`config.mk`:
```
export PLATFORM = sky130hd
export DESIGN_NAME = jtag_tap_ctrl
export DESIGN_NICKNAME = d
export VERILOG_FILES = /design/src/rtl/jtag_pkg.sv /design/src/rtl/jtag_tap_fsm.sv /design/src/rtl/jtag_tap_ctrl.sv
export SDC_FILE = /design/constraint.sdc
export NUM_CORES = 1
export LEC_CHECK = 0
export ABC_AREA = 1
export CORE_MARGIN = 3
export CORE_UTILIZATION = 49
export CTS_CLUSTER_DIAMETER = 100
export CTS_CLUSTER_SIZE = 20
export DETAILED_ROUTE_END_ITERATION = 7
export PLACE_DENSITY = 0.82
export SYNTH_ARGS = -nofsm -noshare
export SYNTH_HDL_FRONTEND = slang
export SYNTH_SLANG_ARGS = --single-unit
```
`constraint.sdc`:
```
create_clock -name clock -period 2.06 [get_ports clock]
set_clock_uncertainty 0.15 [all_clocks]
set_input_delay 0.618 -clock clock [delete_from_list [all_inputs] [get_ports clock]]
set_output_delay 0.618 -clock clock [all_outputs]
set_load 0.01 [all_outputs]
```
`src/rtl/jtag_pkg.sv`:
```
// Shared definitions for the JTAG TAP controller: TAP state encodings
// and the instruction-register constants used by the controller.
package jtag_pkg;

    // Standard 4-bit TAP state encodings as seen on tap_state.
    typedef enum logic [3:0] {
        EXIT2_DR = 4'h0,
        EXIT1_DR = 4'h1,
        SHIFT_DR = 4'h2,
        PAUSE_DR = 4'h3,
        SEL_IR   = 4'h4,
        UPD_DR   = 4'h5,
        CAP_DR   = 4'h6,
        SEL_DR   = 4'h7,
        EXIT2_IR = 4'h8,
        EXIT1_IR = 4'h9,
        SHIFT_IR = 4'hA,
        PAUSE_IR = 4'hB,
        RTI      = 4'hC,
        UPD_IR   = 4'hD,
        CAP_IR   = 4'hE,
        TLR      = 4'hF
    } tap_state_e;

    // Widest supported instruction register.
    localparam int IR_WIDTH_MAX = 8;

    // BYPASS is the all-ones opcode; slice to the actual IR width.
    localparam logic [IR_WIDTH_MAX-1:0] BYPASS_OPCODE = '1;

    // Value loaded into the IR shift register in Capture-IR (bit0=1, bit1=0).
    localparam logic [IR_WIDTH_MAX-1:0] IR_CAPTURE_PATTERN = 8'h01;

endpackage

```
`src/rtl/jtag_tap_fsm.sv`:
```
// 16-state IEEE 1149.1 TAP state machine driven by TMS.
module jtag_tap_fsm
    import jtag_pkg::*;
(
    input  logic       clock,
    input  logic       reset_n,
    input  logic       tms,
    output logic [3:0] tap_state
);

    tap_state_e state_q;
    tap_state_e state_d;

    // State register with synchronous active-low reset to Test-Logic-Reset.
    always_ff @(posedge clock) begin
        if (!reset_n) begin
            state_q <= TLR;
        end else begin
            state_q <= state_d;
        end
    end

    // Next-state: TMS-driven transitions of the TAP graph.
    always_comb begin
        state_d = state_q;
        unique case (state_q)
            TLR:      state_d = tms ? TLR      : RTI;
            RTI:      state_d = tms ? SEL_DR   : RTI;
            SEL_DR:   state_d = tms ? SEL_IR   : CAP_DR;
            CAP_DR:   state_d = tms ? EXIT1_DR : SHIFT_DR;
            SHIFT_DR: state_d = tms ? EXIT1_DR : SHIFT_DR;
            EXIT1_DR: state_d = tms ? UPD_DR   : PAUSE_DR;
            PAUSE_DR: state_d = tms ? EXIT2_DR : PAUSE_DR;
            EXIT2_DR: state_d = tms ? UPD_DR   : SHIFT_DR;
            UPD_DR:   state_d = tms ? SEL_DR   : RTI;
            SEL_IR:   state_d = tms ? TLR      : CAP_IR;
            CAP_IR:   state_d = tms ? EXIT1_IR : SHIFT_IR;
            SHIFT_IR: state_d = tms ? EXIT1_IR : SHIFT_IR;
            EXIT1_IR: state_d = tms ? UPD_IR   : PAUSE_IR;
            PAUSE_IR: state_d = tms ? EXIT2_IR : PAUSE_IR;
            EXIT2_IR: state_d = tms ? UPD_IR   : SHIFT_IR;
            UPD_IR:   state_d = tms ? SEL_DR   : RTI;
            default:  state_d = TLR;
        endcase
    end

    // Output: expose the registered state encoding.
    always_comb begin
        tap_state = state_q;
    end

endmodule

```
`src/rtl/jtag_tap_ctrl.sv`:
```
// JTAG TAP controller: TAP FSM plus instruction register, bypass register,
// chain decode and the registered TDO mux.
module jtag_tap_ctrl
    import jtag_pkg::*;
#(
    parameter int IR_WIDTH   = 4,
    parameter int NUM_CHAINS = 3
) (
    input  logic                  clock,
    input  logic                  reset_n,
    input  logic                  tms,
    input  logic                  tdi,
    input  logic [NUM_CHAINS-1:0] chain_tdo,
    output logic                  tdo,
    output logic                  tdo_en,
    output logic [NUM_CHAINS-1:0] chain_sel,
    output logic                  capture_dr,
    output logic                  shift_dr,
    output logic                  update_dr,
    output logic [IR_WIDTH-1:0]   ir_out,
    output logic [3:0]            tap_state
);

    localparam logic [IR_WIDTH-1:0] IR_BYPASS  = BYPASS_OPCODE[IR_WIDTH-1:0];
    localparam logic [IR_WIDTH-1:0] IR_CAPTURE = IR_CAPTURE_PATTERN[IR_WIDTH-1:0];

    tap_state_e state;

    logic [IR_WIDTH-1:0] ir_shift_q, ir_shift_d;
    logic [IR_WIDTH-1:0] ir_out_q,   ir_out_d;
    logic                bypass_q,   bypass_d;
    logic                tdo_q,      tdo_d;
    logic                tdo_en_q,   tdo_en_d;
    logic                bypass_sel;
    logic                chain_bit;
    logic                enter_tlr;

    jtag_tap_fsm u_fsm (
        .clock     (clock),
        .reset_n   (reset_n),
        .tms       (tms),
        .tap_state (tap_state)
    );

    assign state = tap_state_e'(tap_state);

    // One-hot chain decode of the current instruction; no match means BYPASS.
    always_comb begin
        chain_sel = '0;
        for (int k = 0; k < NUM_CHAINS; k++) begin
            chain_sel[k] = (ir_out_q == IR_WIDTH'(k));
        end
    end

    assign bypass_sel = ~|chain_sel;
    assign chain_bit  = |(chain_tdo & chain_sel);

    // The only TMS path into TLR is from Select-IR (or staying in TLR), so
    // the instruction can be forced to BYPASS on the same edge TLR is reached.
    assign enter_tlr = (state == TLR) || ((state == SEL_IR) && tms);

    // Next values for the IR, bypass register and TDO pipeline.
    always_comb begin
        ir_shift_d = ir_shift_q;
        ir_out_d   = ir_out_q;
        bypass_d   = bypass_q;
        tdo_d      = tdo_q;
        tdo_en_d   = (state == SHIFT_IR) || (state == SHIFT_DR);

        if (state == CAP_IR) begin
            ir_shift_d = IR_CAPTURE;
        end else if (state == SHIFT_IR) begin
            ir_shift_d = {tdi, ir_shift_q[IR_WIDTH-1:1]};
            tdo_d      = ir_shift_q[0];
        end

        if (state == CAP_DR && bypass_sel) begin
            bypass_d = 1'b0;
        end else if (state == SHIFT_DR) begin
            bypass_d = tdi;
            tdo_d    = bypass_sel ? bypass_q : chain_bit;
        end

        if (state == UPD_IR) begin
            ir_out_d = ir_shift_q;
        end else if (enter_tlr) begin
            ir_out_d = IR_BYPASS;
        end
    end

    // Registers with synchronous active-low reset; reset drops any partial shift.
    always_ff @(posedge clock) begin
        if (!reset_n) begin
            ir_shift_q <= '1;
            ir_out_q   <= IR_BYPASS;
            bypass_q   <= 1'b0;
            tdo_q      <= 1'b0;
            tdo_en_q   <= 1'b0;
        end else begin
            ir_shift_q <= ir_shift_d;
            ir_out_q   <= ir_out_d;
            bypass_q   <= bypass_d;
            tdo_q      <= tdo_d;
            tdo_en_q   <= tdo_en_d;
        end
    end

    // Data-register strobes decoded straight from the state register.
    always_comb begin
        capture_dr = (state == CAP_DR);
        shift_dr   = (state == SHIFT_DR);
        update_dr  = (state == UPD_DR);
    end

    assign tdo    = tdo_q;
    assign tdo_en = tdo_en_q;
    assign ir_out = ir_out_q;

endmodule
```
### Yosys cells after proc, flatten, opt, wreduce, memory -nomap -nowiden

Cells that the tools add are included.

* multiplexer cells: 22
* reductions and logical operators: 16
* eq/ne operators: 17
* bitwise operators: 2

Operators by type and width (count)
* $pmux 4 s12: 1
* $eq 4x4->1 const B: 8
* $mux 4: 5
* $eq 4x3->1 const B: 4
* $eq 4x2->1 const B: 3
* $mux 2: 6
* $mux 3: 4
* $reduce_or 3->1: 3
* $eq 4x1->1 const B: 2
* $logic_not 4->1: 2
* $reduce_or 2->1: 4
* $mux 1: 6
* $reduce_bool 2->1: 2
* $and 3x3->3: 1
* $logic_and 1x1->1: 2
* $logic_or 1x1->1: 2
* $logic_not 1->1: 1
* $not 1->1: 1

* logic and storage cells: 64
* register bits: 15

### Longest topological paths before layout

* depth in word-level cells: 6
* gate-level depth with buffers: 7
* depth with buffers taken out: 7

### Hierarchy

A second synthesis with hierarchy kept.

* cells, all modules: 136
* area total of the unflattened synthesis: 885.8 um^2

Modules (own cells, without submodules)
* jtag_tap_ctrl: cells an instance 86, sequential area each 220.2 um^2, times used 1, area an instance 573.0 um^2
* jtag_tap_fsm: cells an instance 50, sequential area each 80.1 um^2, times used 1, area an instance 312.8 um^2

### Least setup slack after synthesis

No wires, ideal clock.

* path kind: register to output
* start point: reg ir_out_q[1] (netlist: ir_out[1])
* end point: out chain_sel[2]
* setup slack: 384 ps
* arrival: 908 ps
* stages on the path, launching flop included: 3
* cell sequence: dfxtp_1 inv_1 nor4_1

* word-level cells in the longest chain between the ends: 1

RTL lines
* from (decl): RTL line jtag_tap_ctrl.sv:30 `logic [IR_WIDTH-1:0] ir_out_q, ir_out_d;`
* from (signal assigned): RTL line jtag_tap_ctrl.sv:101 `ir_out_q <= ir_out_d;`
* $eq 4x2->1: RTL line jtag_tap_ctrl.sv:51 `chain_sel[k] = (ir_out_q == IR_WIDTH'(k));`
* to (decl): RTL line jtag_tap_ctrl.sv:16 `output logic [NUM_CHAINS-1:0] chain_sel,`

No other way between the ends.

### Worst setup path in the final report

* start point: reg u_fsm.state_q[3] (netlist: u_fsm.tap_state[3])
* end point: out tap_state[3]

RTL lines
* from (decl): RTL line jtag_tap_fsm.sv:11 `tap_state_e state_q;`
* from (signal assigned): RTL line jtag_tap_fsm.sv:19 `state_q <= state_d;`
* to (decl): RTL line jtag_tap_ctrl.sv:21 `output logic [3:0] tap_state`

No word-level cell between the ends.

==> flow_summary.ini <==
[synth]
yosysMostFrequentCell = nand2_1
syn_area_um2 = 815
synth-edff-count = 0
ys.flop_type = dfxtp_1
ys_ff_latch = 15
ys_async_sr_fraction_pct = 0
netlist_instances = 121
ys_top_cells_by_count = nand2_1 (30), dfxtp_1 (15), nand3_1 (15)
ys_types = 22
mappedNetlistNets = 128
yosysWarnings = 0
synth_top_cell_area_share_pct = 36.9
ys_seq_area_share_pct = 36.9
syn_avg_cell_area_um2 = 6.73
yosys.area.top_type = dfxtp_1
netlist_top_cells_area = dfxtp_1 (37%), nand2_1 (14%), nand3_1 (9.2%)

[worst_setup_path]
path_cells = clkdlybuf4s50_1
cp.buffers_inverters = 1
worst_r2r_path_depth = 6
slowest_stage = clkdlybuf4s50_1
crit_required_ns = 1.29
path_max_fanout = 5
endpoint_kind = primary output
path_delay_family = buffers and inverters
path_class = flop to primary output
cp.arrival_ns = 1.24
cpPeakStageDelay_ns = 0.56
r2r_end = ir_out[2]
reg2reg_slack_ns = 0.67
start_kind = flop
rr_startpoint = u_fsm.tap_state[1]

[routing]
drc = 0
drt_iter0_markers = 30
first_pass_iters = 4
vias_per_cell = 5.44
drt-wirelength-per-cell_um = 12.1
wirelength_um = 2090
vias = 941
ant_nets = 0

[clock_network]
clkTransAtPathRegs_ns = 0.09
cts_root_buf = clkbuf_4
htree_levels = 1
cts_tree = built
cts_buffers = 3
ctsHoldBuffers = 0
worstSkewPairLatency_ns = 0.29
clockBufferDepth = 2
cts_sinks = 15

[floorplanning]
dieArea_um2 = 2190
fp-row-count = 14
chipHeight_um = 46.8
fp.dieW_um = 46.8
start_util_pct = 52.8
core_um2 = 1540
io_pins = 23

[job]
drv_cap = 0

[grt]
antenna_found_initial = 0
grt_pass1_wl_um = 3320
grtUsageTotal_pct = 20.7
grt_pass1_vias = 767
grt_max_degree = 11
overflow = 0

[finish]
drive_above_1_share_pct = 21.7
design_area_um2 = 1160
utilization_pct = 75.1
fill_cells = 128
syn_to_final_growth_pct = 42.1
fin_cells = 173
final_nets = 165
antenna_cells = 0

[pwr]
power_leakage_nw = 0.573
power.density_nw_per_um2 = 1290
vdd.ir_drop.worst_v = 0.000791

[place]
place_hpwl_um = 1700
gp_congestion = 0.895
port_buffers = 22
dp.cells = 168
post_dp_cell_area_um2 = 1120

[timing]
setup_tns_ns = 0
period_share_pct = 97.3
min_period_ns = 2.00
tightest_slew_ns = 0.382
rsz0062_at_grt = false
setup_viol = 0
hold_viol = 0
whs_ns = 0.350
relSlewSlack_pct = 74.4
timing.fmax_mhz = 499
final_max_slew_viol_count = 0

[hold_path]
holdCritPathClass = flop to flop
hp-start = ir_shift_q[2]
min_to = ir_shift_q[1]
hold_path_depth = 2

[run_status]
status = completed
-- where the power goes --
part | switching (mW) | internal [mW] | leakage [nW] | total, mW
sequential | 0.102 | 0.405 | 0.122 | 0.507
clock | 0.0995 | 0.0739 | 0.0139 | 0.173
combinational | 0.450 | 0.359 | 0.437 | 0.809
total | 0.652 | 0.837 | 0.573 | 1.49
-- worst max path at each step --
stage                                  start            to  slack, ns  depth (start not counted)
final                     u_fsm.tap_state[3]  tap_state[3]       0.06                          1
after global routing               ir_out[1]  chain_sel[2]      0.009                          3
after CTS                 u_fsm.tap_state[2]     update_dr       0.01                          6
after detailed placement  u_fsm.tap_state[0]     update_dr      0.002                          5
after global placement    u_fsm.tap_state[0]     update_dr       0.03                          5
after floorplan                    ir_out[1]  chain_sel[2]       0.38                          2
-- state kept, by name, indices dropped and copies added (netlist names) --
register	count
ir_shift_q	4
tdo	1
ir_out	4
bypass_q	1
tdo_en	1
u_fsm.tap_state	4
-- timing repair --
item	4_1_cts	5_1_grt
gates resized for setup	15	7
pin swaps	1	0
endpoints found under the setup margin	11	5
setup buffers	1	0
-- cells in the final DEF, fill, tap and decap left out, types with 3 or more instances in the layout --
cell type,count
dlygate4sd2_1,7
a21oi_1,5
nand4_1,6
nor2_1,11
clkbuf_4,3
dfxtp_2,6
o21ai_0,6
clkdlybuf4s50_1,12
nand2_1,30
dfxtp_1,8
buf_4,11
inv_1,14
nand3_1,15
-- layout make-up --
class                      instances  area [um2]  share of cell area, %
clock buffer                       3        22.5                   1.95
clock inverter                     1        7.51                  0.649
tap                               16        20.0                   1.73
sequential                        15         312                   26.9
inverter                          16        60.1                   5.19
timing repair buffer              33         287                   24.8
multi-input combinational         89         449                   38.8
-- routing by layer --
metal | wire, um | vias to the layer above | global-route usage (%) | share of wire (%)
met5 | 0 | - | 0 | 0
met4 | 12 | 0 | 6.08 | 0.57
met3 | 196 | 2 | 5.36 | 9.4
met2 | 976 | 39 | 31.2 | 47
met1 | 907 | 425 | 29.2 | 43
li1 | - | 475 | - | -
-- stage by stage --
step	total power, mW	setup slack, ns
after CTS	1.48	0.0115
after global placement	1.30	0.0262
after floorplan	0.954	0.384
after global routing	1.62	0.00900
after detailed placement	1.31	0.00242
final	1.49	0.0561
-- logic make-up after synthesis --
family	after synthesis	share of synthesized area, %
AND/OR/NAND/NOR	73	44.1
buffers and inverters	17	7.99
AO/OA/AOI/OAI	16	11.1
flip-flops	15	36.9
Power figures use the tool's default switching activity.
